### src/rtl/vdp18_host_master_if.sv
// Host command/response channel plus the vdp18 CPU-port pins driven by the master.
interface vdp18_host_master_if;
  logic        cmd_valid_i;
  logic        cmd_ready_o;
  logic [0:1]  cmd_op_i;
  logic [0:13] cmd_addr_i;
  logic [0:7]  cmd_data_i;
  logic        rsp_valid_o;
  logic [0:7]  rsp_data_o;
  logic        csr_n_o;
  logic        csw_n_o;
  logic        mode_o;
  logic [0:7]  cd_o;
  logic [0:7]  cd_i;

  modport master (
    input  cmd_valid_i, cmd_op_i, cmd_addr_i, cmd_data_i, cd_i,
    output cmd_ready_o, rsp_valid_o, rsp_data_o, csr_n_o, csw_n_o, mode_o, cd_o
  );

  modport slave (
    output cmd_valid_i, cmd_op_i, cmd_addr_i, cmd_data_i, cd_i,
    input  cmd_ready_o, rsp_valid_o, rsp_data_o, csr_n_o, csw_n_o, mode_o, cd_o
  );
endinterface

### src/rtl/vdp18_host_master.sv
// Bus initiator for the vdp18 CPU port: expands host commands into strobed byte phases
// and tracks the VDP auto-increment address so sequential VRAM accesses skip setup.
//
// state    | meaning
// IDLE     | ready for a command, strobes high
// SETUP_LO | ctrl-write of low address byte (or REG_WR data byte)
// SETUP_HI | ctrl-write of high address byte + access code (or REG_WR register byte)
// DATA     | data-port write/read, or ctrl-port read for STAT_RD
module vdp18_host_master #(
  parameter int STROBE_CYC = 4,
  parameter int GAP_CYC    = 8
) (
  input  logic                 clk_i,
  input  logic                 reset_i,
  vdp18_host_master_if.master  bus
);

  localparam int PHASE_CYC = STROBE_CYC + GAP_CYC;
  localparam int CW        = (PHASE_CYC > 2) ? $clog2(PHASE_CYC) : 1;
  localparam logic [CW-1:0] CNT_LOAD    = CW'(PHASE_CYC - 1);
  localparam logic [CW-1:0] CNT_LAST_LO = CW'(GAP_CYC);

  typedef enum logic [1:0] {
    OP_REG_WR  = 2'd0,
    OP_VRAM_WR = 2'd1,
    OP_VRAM_RD = 2'd2,
    OP_STAT_RD = 2'd3
  } op_e;

  typedef enum logic [1:0] {
    S_IDLE     = 2'd0,
    S_SETUP_LO = 2'd1,
    S_SETUP_HI = 2'd2,
    S_DATA     = 2'd3
  } state_e;

  state_e        state_q, state_d;
  logic [CW-1:0] cnt_q;
  op_e           op_q;
  logic [0:13]   addr_q;
  logic [0:7]    data_q;
  logic          trk_valid_q;
  logic          trk_rd_q;
  logic [0:13]   next_addr_q;
  logic          rsp_valid_q;
  logic [0:7]    rsp_data_q;

  op_e           cmd_op;
  logic          accept;
  logic          phase_end;
  logic          strobe_lo;
  logic          last_lo;
  logic          is_read;
  logic          is_vram;
  logic          addr_hit;
  logic          mode_d;
  logic [0:7]    cd_d;

  assign cmd_op    = op_e'(bus.cmd_op_i);
  assign accept    = (state_q == S_IDLE) && bus.cmd_valid_i;
  assign phase_end = (state_q != S_IDLE) && (cnt_q == '0);
  // Counter runs PHASE_CYC-1 down to 0; the top STROBE_CYC values are the low part.
  assign strobe_lo = (state_q != S_IDLE) && (cnt_q >= CNT_LAST_LO);
  assign last_lo   = (state_q != S_IDLE) && (cnt_q == CNT_LAST_LO);
  assign is_read   = (state_q == S_DATA) && ((op_q == OP_VRAM_RD) || (op_q == OP_STAT_RD));
  assign is_vram   = (op_q == OP_VRAM_WR) || (op_q == OP_VRAM_RD);
  assign addr_hit  = trk_valid_q
                     && (trk_rd_q == (cmd_op == OP_VRAM_RD))
                     && (bus.cmd_addr_i == next_addr_q);

  always_ff @(posedge clk_i or posedge reset_i) begin
    if (reset_i) begin
      state_q <= S_IDLE;
    end else begin
      state_q <= state_d;
    end
  end

  always_comb begin
    state_d = state_q;
    case (state_q)
      S_IDLE: begin
        if (bus.cmd_valid_i) begin
          case (cmd_op)
            OP_REG_WR:              state_d = S_SETUP_LO;
            OP_VRAM_WR, OP_VRAM_RD: state_d = addr_hit ? S_DATA : S_SETUP_LO;
            default:                state_d = S_DATA;
          endcase
        end
      end
      S_SETUP_LO: if (phase_end) state_d = S_SETUP_HI;
      S_SETUP_HI: if (phase_end) state_d = (op_q == OP_REG_WR) ? S_IDLE : S_DATA;
      S_DATA:     if (phase_end) state_d = S_IDLE;
      default:    state_d = S_IDLE;
    endcase
  end

  always_comb begin
    mode_d = 1'b0;
    cd_d   = '0;
    case (state_q)
      S_SETUP_LO: begin
        mode_d = 1'b1;
        cd_d   = (op_q == OP_REG_WR) ? data_q : addr_q[6:13];
      end
      S_SETUP_HI: begin
        mode_d = 1'b1;
        case (op_q)
          OP_REG_WR:  cd_d = {2'b10, 3'b000, addr_q[11:13]};
          OP_VRAM_WR: cd_d = {2'b01, addr_q[0:5]};
          default:    cd_d = {2'b00, addr_q[0:5]};
        endcase
      end
      S_DATA: begin
        mode_d = (op_q == OP_STAT_RD);
        cd_d   = (op_q == OP_VRAM_WR) ? data_q : '0;
      end
      default: begin
        mode_d = 1'b0;
        cd_d   = '0;
      end
    endcase
  end

  always_ff @(posedge clk_i or posedge reset_i) begin
    if (reset_i) begin
      cnt_q <= '0;
    end else if ((state_d != S_IDLE) && ((state_q == S_IDLE) || phase_end)) begin
      cnt_q <= CNT_LOAD;
    end else if (cnt_q != '0) begin
      cnt_q <= cnt_q - 1'b1;
    end
  end

  always_ff @(posedge clk_i or posedge reset_i) begin
    if (reset_i) begin
      op_q   <= OP_REG_WR;
      addr_q <= '0;
      data_q <= '0;
    end else if (accept) begin
      op_q   <= cmd_op;
      addr_q <= bus.cmd_addr_i;
      data_q <= bus.cmd_data_i;
    end
  end

  // REG_WR clobbers the VDP address latch, so tracking is dropped as soon as one is taken.
  always_ff @(posedge clk_i or posedge reset_i) begin
    if (reset_i) begin
      trk_valid_q <= 1'b0;
      trk_rd_q    <= 1'b0;
      next_addr_q <= '0;
    end else if (accept && (cmd_op == OP_REG_WR)) begin
      trk_valid_q <= 1'b0;
    end else if (phase_end && (state_q == S_DATA) && is_vram) begin
      trk_valid_q <= 1'b1;
      trk_rd_q    <= (op_q == OP_VRAM_RD);
      next_addr_q <= addr_q + 14'd1;
    end
  end

  always_ff @(posedge clk_i or posedge reset_i) begin
    if (reset_i) begin
      rsp_valid_q <= 1'b0;
      rsp_data_q  <= '0;
    end else begin
      rsp_valid_q <= is_read && last_lo;
      if (is_read && last_lo) begin
        rsp_data_q <= bus.cd_i;
      end
    end
  end

  assign bus.cmd_ready_o = (state_q == S_IDLE);
  assign bus.csw_n_o     = ~(strobe_lo && !is_read);
  assign bus.csr_n_o     = ~(strobe_lo && is_read);
  assign bus.mode_o      = mode_d;
  assign bus.cd_o        = cd_d;
  assign bus.rsp_valid_o = rsp_valid_q;
  assign bus.rsp_data_o  = rsp_data_q;

endmodule

### src/flat_wrapper.sv
// flat-port wrapper written by rule: the top's interface ports become plain ports
module vdp18_host_master_flat 
#(
  parameter int STROBE_CYC = 4,
  parameter int GAP_CYC    = 8
)
  (clk_i, reset_i, bus_cmd_valid_i, bus_cmd_op_i, bus_cmd_addr_i, bus_cmd_data_i, bus_cd_i, bus_cmd_ready_o, bus_rsp_valid_o, bus_rsp_data_o, bus_csr_n_o, bus_csw_n_o, bus_mode_o, bus_cd_o);
  vdp18_host_master_if bus_i ();
  input  logic clk_i;
  input  logic reset_i;
  input wire logic [$bits(bus_i.cmd_valid_i)-1:0] bus_cmd_valid_i;
  input wire logic [$bits(bus_i.cmd_op_i)-1:0] bus_cmd_op_i;
  input wire logic [$bits(bus_i.cmd_addr_i)-1:0] bus_cmd_addr_i;
  input wire logic [$bits(bus_i.cmd_data_i)-1:0] bus_cmd_data_i;
  input wire logic [$bits(bus_i.cd_i)-1:0] bus_cd_i;
  output wire logic [$bits(bus_i.cmd_ready_o)-1:0] bus_cmd_ready_o;
  output wire logic [$bits(bus_i.rsp_valid_o)-1:0] bus_rsp_valid_o;
  output wire logic [$bits(bus_i.rsp_data_o)-1:0] bus_rsp_data_o;
  output wire logic [$bits(bus_i.csr_n_o)-1:0] bus_csr_n_o;
  output wire logic [$bits(bus_i.csw_n_o)-1:0] bus_csw_n_o;
  output wire logic [$bits(bus_i.mode_o)-1:0] bus_mode_o;
  output wire logic [$bits(bus_i.cd_o)-1:0] bus_cd_o;
  assign bus_i.cmd_valid_i = bus_cmd_valid_i;
  assign bus_i.cmd_op_i = bus_cmd_op_i;
  assign bus_i.cmd_addr_i = bus_cmd_addr_i;
  assign bus_i.cmd_data_i = bus_cmd_data_i;
  assign bus_i.cd_i = bus_cd_i;
  assign bus_cmd_ready_o = bus_i.cmd_ready_o;
  assign bus_rsp_valid_o = bus_i.rsp_valid_o;
  assign bus_rsp_data_o = bus_i.rsp_data_o;
  assign bus_csr_n_o = bus_i.csr_n_o;
  assign bus_csw_n_o = bus_i.csw_n_o;
  assign bus_mode_o = bus_i.mode_o;
  assign bus_cd_o = bus_i.cd_o;
  vdp18_host_master #(.STROBE_CYC(STROBE_CYC), .GAP_CYC(GAP_CYC)) u_core (.clk_i(clk_i), .reset_i(reset_i), .bus(bus_i));
endmodule
### config.mk
export PLATFORM = sky130hd
export DESIGN_NAME = vdp18_host_master_flat
export DESIGN_NICKNAME = d
export VERILOG_FILES = /design/src/rtl/vdp18_host_master_if.sv /design/src/rtl/vdp18_host_master.sv /design/src/flat_wrapper.sv
export SDC_FILE = /design/constraint.sdc
export NUM_CORES = 1
export LEC_CHECK = 0
export BUFFER_PORTS_ARGS = -buffer_cell sky130_fd_sc_hd__buf_4
export CELL_PAD_IN_SITES_DETAIL_PLACEMENT = 0
export CELL_PAD_IN_SITES_GLOBAL_PLACEMENT = 1
export CORE_UTILIZATION = 39
export CTS_CLUSTER_DIAMETER = 120
export CTS_CLUSTER_SIZE = 30
export DETAILED_ROUTE_END_ITERATION = 8
export GPL_ROUTABILITY_DRIVEN = 0
export PLACE_DENSITY = 0.82
export SLEW_MARGIN = 10
export SYNTH_ARGS = -nofsm -noshare
export SYNTH_HDL_FRONTEND = slang
export SYNTH_SLANG_ARGS = --single-unit
### constraint.sdc
create_clock -name clk_i -period 2.3 [get_ports clk_i]
set_clock_uncertainty 0.2 [all_clocks]
set_input_delay 0.575 -clock clk_i [delete_from_list [all_inputs] [get_ports clk_i]]
set_output_delay 0.575 -clock clk_i [all_outputs]
set_load 0.005 [all_outputs]
==> out/qor.yml <==
slew_viol_final: 0
syn_area_mm2: 0.00305
fin_util: 0.543
worst_pin_slew_ps: 387
via_per_inst: 5.14
fin_ws_ps: -417
clock.fmax_ghz: 0.368
area_delta_synth_final_pct: 32.0
startpoint: "u_core.op_q[1]"
ys_seq_area_frac: 0.452
ios: 56
clock_path_buffers: 2
ys.warnings.count: 0
total_power_uw: 4820
clk_pin_slew_ps: 110
synthArstFlopShare: 1.00
final_net_count: 420
ys_seq_elements: 55
powerDensity_mw_per_mm2: 1200
placed_cells: 455
required_ps: 1520
leakage_uw: 0.00190
htreeDepth: 2
crit_type: "flop to output pin"
hold_viol_final: 0
ys_top_cells_by_area: "dfrtp_1, mux2_2, xor2_1"
ant_nets: 0
hold_class: "input port to async pin"
insertion_delay_ps: 310
rsz0062_at_grt: "true"
finalSetupViolCount: 10
worst-path-max-fanout: 5
drive_above_1_share: 0.433
cap_violations: 0
end_kind: "output pin"
die_x_um: 90.4
synth_cell_types: 43
die_h_um: 90.4
slew_headroom: 0.739
ctsRootBufferMaster: "clkbuf_8"
cts_buffers: 5
stdcell_count: 471
io_buffer_count: 55
drt_pass1_iterations: 4
drt_iter0_drc: 139
first_global_vias: 2412
antenna_found_initial: 0
antenna-diode-count: 0
synth_cells: 289
cts.sinks: 55
placed_area_mm2: 0.00373
ys.flop_type: "dfrtp_1"
outcome: "finished with violations"
dr_total_vias: 2422
grt_start_max_net_pins: 56
rr_endpoint: "u_core.cnt_q[0]"
initial_core_util: 0.411
crit_end: "bus_cd_o[1]"
grt.overflow.total: 0
period_needed_ps: 2720
synth_top_area_frac: 0.452
yosys-top-cells-count: "dfrtp_1, mux2_2, nand2_1"
grt_pass1_wl_um: 12200
cp_data_arrival_time_ps: 1940
core_area_mm2: 0.00741
ir_drop_v: 0.000558
drc: 0
period_share: 1.18
cts_tree: "yes"
synth_top_cell_by_area: "dfrtp_1"
routed_wl_um: 7540
synth_nets: 338
finalInstanceArea_mm2: 0.00402
rows: 31
hpwl_um: 5520
grt_usage: 0.187
timing.rr.start: "u_core.state_q[1]"
reg2reg_depth: 8
synth.most_common_cell: "dfrtp_1"
start_kind: "flop"
synth-edff-count: 0
wl_per_cell_um: 16.0
avgSynthCellArea_um2: 10.5
r2r_setup_slack_ps: 90
violations: "setup timing"
die-area_mm2: 0.00817
-- flip-flops by register name, indices dropped and copies added (netlist names) --
signal,count
u_core.addr_q,14
u_core.next_addr_q,14
u_core.bus.rsp_data_o,8
u_core.data_q,8
u_core.cnt_q,4
u_core.op_q,2
u_core.state_q,2
u_core.bus.rsp_valid_o,1
u_core.trk_rd_q,1
u_core.trk_valid_q,1
-- logic make-up (layout without fill, tap and decap cells) --
group,after synthesis,after routing,synth area share
buffers and inverters,24,107,0.0312
AO/OA/AOI/OAI,51,51,0.112
flip-flops,55,55,0.452
AND/OR/NAND/NOR,81,81,0.132
XOR/XNOR,25,25,0.0719
adder cells (fa/ha/maj),14,14,0.0575
multiplexers,39,39,0.144
-- worst min path at each step --
stage                       startpoint                        to  slack [ps]  depth (start not counted)
floorplan           u_core.trk_valid_q        u_core.trk_valid_q         250                          2
finish                         reset_i  u_core.bus.rsp_data_o[6]         110                          3
detailed placement  u_core.trk_valid_q        u_core.trk_valid_q         270                          2
global route                   reset_i     u_core.next_addr_q[5]         110                          3
CTS                            reset_i          u_core.data_q[3]         120                          3
global placement    u_core.trk_valid_q        u_core.trk_valid_q         260                          2
-- power breakdown --
part	total (uW)	switching [uW]	internal [uW]
logic	2540	1110	1420
clock network	558	338	220
registers	1720	410	1310
total	4820	1860	2960
-- worst max-delay path, stage by stage (launching register included) --
cell and delay [ps]:
dfrtp_1 410, inv_2 100, ha_4 190, buf_4 120, mux2_2 310, a222oi_1 280, nor2_1 80, buf_4 140
-- cell type report --
class | instances | area (um2)
Sequential cell | 55 | 1380
Clock inverter | 2 | 16.3
Timing Repair Buffer | 88 | 699
Inverter | 11 | 41.3
Multi-Input combinational cell | 210 | 1690
Fill cell | 669 | 3390
Clock buffer | 6 | 72.6
Tap cell | 99 | 124
-- stage by stage --
step / setup TNS [ps] / setup slack [ps] / hold slack, ps
after floorplan: 0 / 20.6 / 245
after global placement: -447 / -106 / 259
after detailed placement: -909 / -190 / 275
after CTS: -3040 / -430 / 116
after global routing: -3890 / -499 / 107
final: -3100 / -417 / 109
-- metal layers --
metal / track usage / wire length, um / vias to the layer above
li1: - / - / 1191
met1: 0.267 / 3610 / 1177
met2: 0.298 / 3580 / 49
met3: 0.0311 / 298 / 5
met4: 0.0390 / 57 / 0
met5: 0 / 0 / -
-- placed cells by master (no fill, tap or decap), types with 6 or more instances in the layout --
cell	synthesis	routed
a21oi_1	7	6
buf_4	0	81
dfrtp_1	55	53
ha_1	14	8
inv_1	11	6
mux2_2	38	35
nand2_1	30	30
nor2_1	13	13
o21ai_0	18	17
xor2_1	22	22
-- repair_timing --
| item | CTS | global route |
|---|---|---|
| endpoints found under the hold margin | 0 | 0 |
| resized for setup | 25 | 12 |
| buffers inserted | 6 | 4 |
| pin swaps | 10 | 7 |
| hold buffers | 0 | 0 |
| setup endpoints to repair | 10 | 14 |
(Power assumes the default switching activity.)
